**src/rtl/if_id_stage_pkg.sv**
```systemverilog
`default_nettype none
// +----------------------------------------------------------------------+
// | if_id_stage_pkg                                                      |
// | Next-PC select encodings and the NOP word shared by the IF/ID stage. |
// | Revision: 1.0                                                        |
// +----------------------------------------------------------------------+
package if_id_stage_pkg;

  localparam logic [1:0]  PC_SRC_SEQ = 2'b00;
  localparam logic [1:0]  PC_SRC_BR  = 2'b01;
  localparam logic [1:0]  PC_SRC_J   = 2'b10;
  localparam logic [1:0]  PC_SRC_JR  = 2'b11;

  // sll $0,$0,0
  localparam logic [31:0] NOP_INSTR  = 32'h0000_0000;

endpackage
`default_nettype wire

```
**src/rtl/pc_register.sv**
```systemverilog
`default_nettype none
// +----------------------------------------------------------------------+
// | pc_register                                                          |
// | Program counter flop with reset value and write enable.              |
// | Revision: 1.0                                                        |
// +----------------------------------------------------------------------+
module pc_register #(
  parameter logic [31:0] RESET_PC = 32'h0000_0000
) (
  input  logic        clk,
  input  logic        rst,
  input  logic        en,
  input  logic [31:0] d,
  output logic [31:0] q
);

  logic [31:0] r_pc;

  always_ff @(posedge clk) begin
    if (rst) begin
      r_pc <= RESET_PC;
    end else if (en) begin
      r_pc <= d;
    end
  end

  assign q = r_pc;

endmodule
`default_nettype wire

```
**src/rtl/if_id_stage.sv**
```systemverilog
`default_nettype none
// +----------------------------------------------------------------------+
// | if_id_stage                                                          |
// | Fetch stage and IF/ID register with stall/flush control and counters.|
// | Revision: 1.0                                                        |
// +----------------------------------------------------------------------+
module if_id_stage
  import if_id_stage_pkg::*;
#(
  parameter logic [31:0] RESET_PC = 32'h0000_0000,
  parameter int          CNT_W    = 16
) (
  input  logic             clk,
  input  logic             rst,
  input  logic             pc_write,
  input  logic             IF_ID_write,
  input  logic             flush,
  input  logic [1:0]       pc_src,
  input  logic [31:0]      branch_target,
  input  logic [31:0]      jump_target,
  input  logic [31:0]      jr_target,
  input  logic [31:0]      instruction,
  output logic [31:0]      pc,
  output logic [31:0]      IF_ID_instruction,
  output logic [31:0]      IF_ID_pc_plus4,
  output logic             IF_ID_valid,
  output logic [CNT_W-1:0] stall_count,
  output logic [CNT_W-1:0] flush_count
);

  localparam logic [CNT_W-1:0] C_CNT_ONE = {{(CNT_W-1){1'b0}}, 1'b1};

  logic [31:0]      w_pc_plus4;
  logic [31:0]      w_next_pc;
  logic [31:0]      r_instruction;
  logic [31:0]      r_pc_plus4;
  logic             r_valid;
  logic [CNT_W-1:0] r_stall_count;
  logic [CNT_W-1:0] r_flush_count;

  assign w_pc_plus4 = pc + 32'd4;

  always_comb begin
    w_next_pc = w_pc_plus4;
    case (pc_src)
      PC_SRC_SEQ: w_next_pc = w_pc_plus4;
      PC_SRC_BR:  w_next_pc = branch_target;
      PC_SRC_J:   w_next_pc = jump_target;
      PC_SRC_JR:  w_next_pc = jr_target;
      default:    w_next_pc = w_pc_plus4;
    endcase
  end

  pc_register #(
    .RESET_PC (RESET_PC)
  ) u_pc_register (
    .clk (clk),
    .rst (rst),
    .en  (pc_write),
    .d   (w_next_pc),
    .q   (pc)
  );

  // A stall outranks a flush: branch operands are not resolved while stalled.
  always_ff @(posedge clk) begin
    if (rst) begin
      r_instruction <= 32'h0000_0000;
      r_pc_plus4    <= 32'h0000_0000;
      r_valid       <= 1'b0;
    end else if (!IF_ID_write) begin
      r_instruction <= r_instruction;
      r_pc_plus4    <= r_pc_plus4;
      r_valid       <= r_valid;
    end else if (flush) begin
      r_instruction <= NOP_INSTR;
      r_pc_plus4    <= 32'h0000_0000;
      r_valid       <= 1'b0;
    end else begin
      r_instruction <= instruction;
      r_pc_plus4    <= w_pc_plus4;
      r_valid       <= 1'b1;
    end
  end

  always_ff @(posedge clk) begin
    if (rst) begin
      r_stall_count <= '0;
      r_flush_count <= '0;
    end else begin
      if (!pc_write && (r_stall_count != '1)) begin
        r_stall_count <= r_stall_count + C_CNT_ONE;
      end
      if (IF_ID_write && flush && (r_flush_count != '1)) begin
        r_flush_count <= r_flush_count + C_CNT_ONE;
      end
    end
  end

  assign IF_ID_instruction = r_instruction;
  assign IF_ID_pc_plus4    = r_pc_plus4;
  assign IF_ID_valid       = r_valid;
  assign stall_count       = r_stall_count;
  assign flush_count       = r_flush_count;

endmodule
`default_nettype wire

```
**config.mk**
```make
export PLATFORM = sky130hd
export DESIGN_NAME = if_id_stage
export DESIGN_NICKNAME = d
export VERILOG_FILES = /design/src/rtl/if_id_stage_pkg.sv /design/src/rtl/pc_register.sv /design/src/rtl/if_id_stage.sv
export SDC_FILE = /design/constraint.sdc
export NUM_CORES = 1
export LEC_CHECK = 0
export BUFFER_PORTS_ARGS = -buffer_cell sky130_fd_sc_hd__buf_2
export CELL_PAD_IN_SITES_DETAIL_PLACEMENT = 1
export CELL_PAD_IN_SITES_GLOBAL_PLACEMENT = 1
export CORE_UTILIZATION = 35
export DETAILED_ROUTE_END_ITERATION = 10
export PLACE_DENSITY = 0.81
export SKIP_LAST_GASP = 1
export SYNTH_ARGS = -nofsm -noshare
export SYNTH_HDL_FRONTEND = slang
export SYNTH_SLANG_ARGS = --single-unit
```
**constraint.sdc**
```tcl
create_clock -name clk -period 2.7 [get_ports clk]
set_input_delay 0 -clock clk [delete_from_list [all_inputs] [get_ports clk]]
set_output_delay 0 -clock clk [all_outputs]
set_load 0.1 [all_outputs]
```
==> results.toml, run 1 <==
[status]
status = "complete, no violations"

[critical_path]
path_max_fanout = 14
cp_data_required_time_ns = 3.07
critPathCaptureType = "flop"
worstSetupPathDepth = 5
ff2ff_path_depth = 5
worstPathArrival_ns = 2.50
worst-path-buf-inv = 0
path_cells = "nand4_4 > nor4_2 > nand3_1 > o31ai_1 > a22o_1"
cp-startpoint = "u_pc_register.q[6]"
cpMaxStageDelayCell = "nor4_2"
critical-path-top-delay-family = "simple AND/OR/NAND/NOR gates"
timing.rr.start = "u_pc_register.q[6]"
path_class = "flop to flop"
critical_path.max_stage_delay_ns = 0.59
worstSetupStartpointType = "flop"

[synthesis]
synth_xor_area_share_pct = 6.38
synth_area_um2 = 6450
synth_top_family_by_area = "simple AND/OR/NAND/NOR gates"
synth_area_leader_cell = "dfxtp_1"
mappedNetlistNets = 879
synth.area.mux_share_pct = 7.33
synth.yosys.seq_area_share_pct = 40.0
async_reset_ff_share_pct = 0
synth_cell_types = 61
synth_edf_count = 0
synth_cells = 741
synth-adder-area-share_pct = 0.582
yosysWarnings = 0
ys.flop_type = "dfxtp_1"
synth_top_area_share_pct = 40.0
ys_ff_latch = 129
synth_top_cells_by_area = "dfxtp_1, a22oi_1, nor2_1"
synth-compound-area-share_pct = 20.0
syn_avg_cell_area_um2 = 8.70
synthSimpleGateAreaFrac_pct = 21.5

[clock_tree]
insertion_delay_ns = 0.42
cts_root_buf = "clkbuf_16"
cts_inserted_buffers = 17
cts_tree = "built"
clkSinkCount = 129
clk_path_buf_depth = 2
cts_resized = 0
htreeDepth = 4
clk_pin_slew_worst_paths_ns = 0.06

[pwr]
p_leak_nw = 3.96
powerDensity_nw_per_um2 = 622
ir_drop_mv = 0.437

[place]
gp_congestion = 0.835
place_inst = 1186
numPortBuffers = 263
dpl-instance-area_um2 = 7920
post-dp-hpwl_um = 16300

[die]
die_h_um = 138
coreArea_um2 = 18000
dieWidth_um = 138
die_area_um2 = 19000
io_pins = 264
initial_core_util_pct = 35.8
rows = 49

[sta]
finalSetupTns_ns = 0
maxSlewHeadroom_pct = 41.0
holdWs_ns = 0.0155
fin_skew_ns = 0.00919
setup_viol = 0
fin_crit_ns = 2.13
finalMaxSlewViolations = 0
min_period_over_period_pct = 79.0
max_slew.worst_pin.slew_ns = 0.885
rsz0062_at_grt = "no"
hold_viol_final = 0
fmax_mhz = 469

[final_layout]
final_area_um2 = 9010
nNetsFinal = 1162
syn_to_final_growth_pct = 39.6
final_cells = 1267
multi_input_area_um2 = 3610
drive_above_1_share_pct = 34.5
nFillCells = 2190
regArea_um2 = 2580

[global_routing]
antenna_found_initial = 0
grt_use_total_pct = 25.7
grt_overflow = 0
grt_pass1_vias = 6983
grt_pass1_wl_um = 37400
grt_start_max_net_pins = 73

[worst_hold_path]
whs_path_depth = 4
hp-class = "input port to flop"
hold_start = "pc_write"

[detailed_routing]
drt_iter0_drc = 281
drc = 0
postRouteAntennaNets = 0
vias_per_cell = 5.47
drt_first_pass_iters = 4
num_vias = 6928
wl_per_cell_um = 19.3
totalWireLength_um = 24500

[job]
maxCapViolCount = 0
==> layout make-up <==
type / instances / share of cell area (%)
antenna: 1 / 0.0278
clock buffer: 17 / 4.72
clock inverter: 15 / 2.01
inverter: 10 / 0.417
multi-input combinational: 544 / 40.0
sequential: 129 / 28.7
tap: 229 / 3.18
timing repair buffer: 322 / 20.9
==> routing by layer <==
metal | track usage [%] | up-vias | wire length [um]
met3 | 5.89 | 53 | 1490
met2 | 44.7 | 241 | 12200
met5 | 0 | - | 0
met4 | 11.6 | 0 | 735
li1 | - | 3280 | -
met1 | 29.8 | 3354 | 10000
==> flip-flops by register name (all words and copies together), names as in the netlist <==
| register | cells |
|---|---|
| IF_ID_pc_plus4 | 32 |
| flush_count | 16 |
| IF_ID_instruction | 32 |
| IF_ID_valid | 1 |
| stall_count | 16 |
| u_pc_register.q | 32 |
==> synthesized netlist by cell type (all sizes together) (4+ instances only) <==
library cell / n
a211oi: 7
a21oi: 16
a22o: 6
a22oi: 62
a31oi: 8
and2: 5
and3: 6
and4: 11
buf: 19
clkbuf: 39
dfxtp: 129
inv: 10
mux2: 24
mux2i: 9
mux4: 5
nand2: 59
nand3: 22
nand4: 16
nor2: 101
nor2b: 6
nor3: 18
nor4: 8
o211ai: 8
o21ai: 45
o22ai: 4
o31ai: 6
or2: 4
xnor2: 21
xor2: 26
==> through the flow <==
stage | power (mW) | util (%) | setup WS, ns
after floorplan | 2.90 | - | 0.0702
after global placement | 3.17 | 43.9 | 0.650
after detailed placement | 3.19 | 43.9 | 0.563
after CTS | 5.64 | 50.0 | 0.559
after global routing | 5.80 | 50.0 | 0.431
final | 5.61 | 50.0 | 0.567
==> worst min-delay path, stage by stage <==
cell and delay (ns):
buf_2 0.13, a31oi_1 0.08, xnor2_1 0.14, nor2_1 0.04
==> cell families after synthesis <==
group / Yosys count
AOI/OAI and AO/OA: 187
DFF: 129
and+or+nand+nor: 269
adders and majority gates: 3
buffers and inverters: 68
muxes: 38
xor gates and xnor gates: 47
==> report_power, final <==
| part | switching [mW] | internal (mW) | total [mW] |
|---|---|---|---|
| Combinational | 0.831 | 0.320 | 1.15 |
| Sequential | 0.0867 | 1.98 | 2.06 |
| Clock | 0.931 | 1.46 | 2.39 |
==> final timing paths <==
kind,endpoint,slack (ns)
setup reg to reg,u_pc_register.q[21],0.57
hold reg to reg,IF_ID_pc_plus4[18],0.45
hold / removal,stall_count[0],0.02
setup / recovery,u_pc_register.q[21],0.57
==> layout by cell type (no fill, tap or decap), drive strengths merged, types with 6 or more instances in the layout <==
cell type	count
xor2	26
nand3	22
nor4	8
o211ai	8
a22o	6
a21oi	16
nor2b	6
and4	11
clkinv	7
and3	6
xnor2	21
o21ai	45
o31ai	6
clkbuf	17
buf	274
a31oi	8
inv	13
nor2	101
dfxtp	129
a22oi	62
nand2	59
dlygate4sd3	48
nand4	16
nor3	18
a211oi	7
mux2	24
mux2i	9
==> what timing repair did <==
action / CTS / global route
buffers inserted: 0 / 0
hold endpoints to repair: 57 / 0
hold buffers: 48 / 0
Power figures use the tool's default switching activity.
==> run 2: changes to the inputs <==
--- a/config.mk
+++ b/config.mk
@@ -8,9 +8,9 @@
 export BUFFER_PORTS_ARGS = -buffer_cell sky130_fd_sc_hd__buf_2
 export CELL_PAD_IN_SITES_DETAIL_PLACEMENT = 1
 export CELL_PAD_IN_SITES_GLOBAL_PLACEMENT = 1
-export CORE_UTILIZATION = 35
+export CORE_UTILIZATION = 32
 export DETAILED_ROUTE_END_ITERATION = 10
-export PLACE_DENSITY = 0.81
+export PLACE_DENSITY = 0.78
 export SKIP_LAST_GASP = 1
 export SYNTH_ARGS = -nofsm -noshare
 export SYNTH_HDL_FRONTEND = slang
==> constraint.sdc (replaced) <==
create_clock -name clk -period 1.8 [get_ports clk]
set_input_delay 0 -clock clk [delete_from_list [all_inputs] [get_ports clk]]
set_output_delay 0 -clock clk [all_outputs]
set_load 0.1 [all_outputs]
==> run 2 against run 1 <==
Cell count is 6.4% higher; clock-buffer cell count is 6 higher; largest cell class unchanged; critical path depth stayed put; sequential share of layout area is 0.32 points lower; clock power is 45% higher; fmax is 20% higher; core utilization is 0.15 points lower.
==> results.toml, run 2 (synthesis results as in run 1) <==
[global_routing]
grt_util_met3_pct = 4.54
grt_overflow = 0
grt_pass1_vias = 7172
grt_start_max_net_pins = 57
grt_pass1_wl_um = 38400
busiest_layer = "met2"
use_met1_pct = 29.1
grt_use_total_pct = 24.1
grt_use_met2_pct = 40.0
antenna_found_initial = 2

[clock_tree]
clk_path_buf_depth = 2
htreeDepth = 4
clk_pin_slew_worst_paths_ns = 0.06
cts_root_buf = "clkbuf_16"
insertion_delay_ns = 0.43
cts_tree = "built"
cts_inserted_buffers = 17
clkSinkCount = 129

[place]
numPortBuffers = 263
gp_congestion = 0.853
post-dp-hpwl_um = 17500

[final_layout]
mostFrequentLayoutCells = "buf_2, nor2_1, dfxtp_1"
drive_above_1_share_pct = 43.5
syn_to_final_growth_pct = 51.3
fin_util_pct = 49.8
mostFrequentLayoutCell = "buf_2"
nNetsFinal = 1201

[critical_path]
path_class = "flop to flop"
worstSetupStartpointType = "flop"
reg2reg_slack_ns = 0.02
cp_data_required_time_ns = 2.11
timing.rr.start = "u_pc_register.q[8]"
worstPathArrival_ns = 2.08
cp-startpoint = "u_pc_register.q[8]"
critPathCaptureType = "flop"
path_max_fanout = 6

[sta]
min_period_over_period_pct = 98.7
hold_viol_final = 0
max_slew.worst_pin.slew_ns = 0.580
setup_viol = 0
fin_skew_ns = 0.0133
maxSlewHeadroom_pct = 61.2
rsz0062_at_grt = "yes"
finalSetupTns_ns = 0
finalMaxSlewViolations = 0
fin_crit_ns = 1.78
fmax_mhz = 563

[pwr]
p_total_mw = 8.32
ir_drop_mv = 0.643
p_leak_nw = 4.31
powerDensity_nw_per_um2 = 853

[status]
status = "complete, no violations"

[detailed_routing]
wl_per_cell_um = 18.8
drc = 0
totalWireLength_um = 25300
drt_iter0_drc = 320
postRouteAntennaNets = 0
num_vias = 7090
drt_first_pass_iters = 4
vias_per_cell = 5.26

[die]
io_pins = 264
rows = 51
coreArea_um2 = 19600
die_area_um2 = 20700
initial_core_util_pct = 32.9
die_h_um = 144
dieWidth_um = 144

[worst_hold_path]
hp-class = "input port to flop"
hold_start = "jr_target[11]"

[job]
maxCapViolCount = 0
==> run 2: final cells by class <==
cell class / count / area, um2
antenna: 7 / 17.5
clock buffer: 23 / 532
clock inverter: 9 / 65.1
fill: 2345 / 9830
inverter: 10 / 37.5
multi-input combinational: 544 / 3780
sequential: 129 / 2770
tap: 265 / 332
timing repair buffer: 361 / 2220
==> run 2: worst paths after layout <==
path / to / cells past startpoint
setup / recovery: u_pc_register.q[17] / 5
hold / removal: u_pc_register.q[11] / 4
setup reg to reg: u_pc_register.q[17] / 5
hold reg to reg: IF_ID_pc_plus4[25] / 2
==> run 2: timing repair <==
item	4_1_cts	5_1_grt
hold endpoints to repair	59	0
cloned	0	0
hold buffers	53	0
setup endpoints to repair	3	22
gates resized for setup	3	7
pin swaps	1	8
buffers inserted	0	3
==> run 2: where the power goes <==
group / internal (mW) / switching [mW] / total [mW]
registers: 2.93 / 0.136 / 3.07
logic: 0.527 / 1.27 / 1.79
clock network: 2.10 / 1.37 / 3.46
==> run 2: per-layer routing <==
layer,share of wire [%],wire (um)
met1,42,10700
met2,49,12400
met3,4.8,1210
met4,3.9,987
met5,0,0
==> run 2: critical path, cell delays in order (launching register included) <==
cell,delay [ns]
dfxtp_4,0.38
nand4_4,0.20
nor4_4,0.44
and4_1,0.32
o21ai_0,0.13
a22o_1,0.20
==> run 2: stage by stage <==
stage               cells  instance area, um2  setup WS, ns  hold WS, ns
floorplan             741                6820        -0.234        0.144
global placement     1253                8540        0.0492        0.231
detailed placement   1253                8540      -0.00299        0.240
CTS                  1338                9690       0.00526      0.00762
global route         1341                9740       -0.0510       0.0355
finish               1348                9760        0.0226       0.0179
==> run 3: changes to the inputs <==
==> constraint.sdc (replaced) <==
create_clock -name clk -period 1.8 [get_ports clk]
set_input_delay 0.27 -clock clk [delete_from_list [all_inputs] [get_ports clk]]
set_output_delay 0.27 -clock clk [all_outputs]
set_load 0.1 [all_outputs]
==> run 3 against run 2 <==
Largest cell class unchanged; worst setup slack improved by 0.017 ns; die area unchanged; combinational power decreased by 4%; clock power increased by 1%; register-to-register slack improved by 0.02 ns.
==> results.toml, run 3 (synthesis results as in run 1) <==
[sta]
max_slew.worst_pin.slew_ns = 0.746
fin_skew_ns = 0.00816
holdWs_ns = 0.0750
finalMaxSlewViolations = 0
min_period_over_period_pct = 97.8
finalSetupTns_ns = 0
fin_crit_ns = 1.76
setup_viol = 0
hold_viol_final = 0
maxSlewHeadroom_pct = 50.2
rsz0062_at_grt = "yes"
finalWorstSetupSlack_ns = 0.0401
fmax_mhz = 568

[detailed_routing]
drt_iter0_drc = 287
vias_per_cell = 5.27
num_vias = 6865
postRouteAntennaNets = 0
drc = 0
wl_per_cell_um = 18.4
totalWireLength_um = 24000
drt_first_pass_iters = 4

[clock_tree]
cts_tree = "built"
htreeDepth = 4
cts_inserted_buffers = 17
clkSinkCount = 129
cts_root_buf = "clkbuf_16"
clk_path_buf_depth = 2
insertion_delay_ns = 0.43
clk_pin_slew_worst_paths_ns = 0.06

[die]
dieWidth_um = 144
die_area_um2 = 20700
die_h_um = 144
initial_core_util_pct = 32.9
coreArea_um2 = 19600
io_pins = 264
rows = 51

[worst_hold_path]
worstHoldEndpoint = "IF_ID_instruction[12]"
hold_start = "instruction[12]"
hp-class = "input port to flop"
whs_path_depth = 3

[critical_path]
cp_data_required_time_ns = 2.13
path_max_fanout = 5
worstPathArrival_ns = 2.09
path_class = "flop to flop"
ff2ff_path_depth = 6
reg2reg_slack_ns = 0.04
timing.rr.start = "u_pc_register.q[16]"
r2r-end = "u_pc_register.q[22]"
critPathCaptureType = "flop"
worstSetupStartpointType = "flop"

[place]
post-dp-hpwl_um = 17800
dpl-instance-area_um2 = 8590
gp_congestion = 0.878
pre_cts_ws_ns = -0.0502
numPortBuffers = 263

[final_layout]
drive_above_1_share_pct = 46.5
final_area_um2 = 9340
regArea_um2 = 2770
mostFrequentLayoutCell = "buf_2"
multi_input_area_um2 = 3810
nNetsFinal = 1160
mostFrequentLayoutCells = "buf_2, nor2_1, dfxtp_1"
nFillCells = 2359
syn_to_final_growth_pct = 44.8

[job]
maxCapViolCount = 0

[global_routing]
grt_start_max_net_pins = 47
grt_overflow = 0
grt_pass1_vias = 6810
grt_pass1_wl_um = 36700
grt_use_total_pct = 23.0
antenna_found_initial = 5

[status]
status = "complete, no violations"

[pwr]
p_leak_nw = 4.14
p_total_mw = 8.28
powerDensity_nw_per_um2 = 887
ir_drop_mv = 0.710
==> run 3: cell count changes in the layout (fill, tap and decap cells not counted), sizes merged <==
cell	before	now
diode	7	2
clkbuf	23	18
bufinv	0	3
dlygate4sd3	53	0
inv	14	12
clkinvlp	0	4
buf	308	320
==> run 3: how the worst max path moves through the flow <==
stage	start	endpoint	slack, ns	cells after the start
2_1_floorplan	u_pc_register.q[2]	u_pc_register.q[22]	-0.23	6
3_3_place_gp	u_pc_register.q[3]	u_pc_register.q[26]	0.04	7
3_5_place_dp	u_pc_register.q[3]	u_pc_register.q[26]	-0.05	7
4_1_cts	u_pc_register.q[3]	u_pc_register.q[26]	0.009	7
5_1_grt	u_pc_register.q[16]	IF_ID_pc_plus4[20]	-0.05	6
6_report	u_pc_register.q[16]	u_pc_register.q[22]	0.04	6
==> run 3: power by group <==
| part | leakage, nW | switching, mW | internal (mW) |
|---|---|---|---|
| clock | 0.278 | 1.34 | 2.17 |
| sequential | 1.09 | 0.126 | 2.93 |
| combinational | 2.77 | 1.25 | 0.470 |
| total | 4.14 | 2.71 | 5.57 |
==> run 3: area by class of cell <==
type	instances	area share, %
multi-input combinational	544	40.8
sequential	129	29.7
timing repair buffer	320	19.2
clock buffer	18	4.59
tap	265	3.55
clock inverter	14	1.75
inverter	10	0.402
antenna	2	0.0536
==> run 3: timing repair <==
| item | in CTS | in global routing |
|---|---|---|
| setup endpoints to repair | 2 | 20 |
| gates resized for setup | 1 | 14 |
| hold buffers | 0 | 0 |
| pin swaps | 0 | 9 |
| cloned | 0 | 0 |
| buffers inserted | 0 | 10 |
==> run 3: worst max-delay path, stage by stage, from the launching register on <==
cell      delay, ns
dfxtp_4        0.38
nand4_4        0.15
buf_4          0.18
or4_4          0.53
nor2_4         0.15
nand3_2        0.09
o311ai_2       0.20
==> run 3: layer usage <==
layer | part of all wire (%) | vias up | track usage (%)
met4 | 2.6 | 0 | 10.1
met1 | 41 | 3336 | 28.0
met5 | 0 | - | 0
li1 | - | 3285 | -
met2 | 50 | 205 | 38.6
met3 | 6.5 | 39 | 5.50
==> run 3: per-stage QoR <==
stage               utilization, %  std cells
floorplan                        -        741
global placement              43.9       1258
detailed placement            43.9       1258
CTS                           46.9       1290
global route                  47.7       1301
finish                        47.7       1302
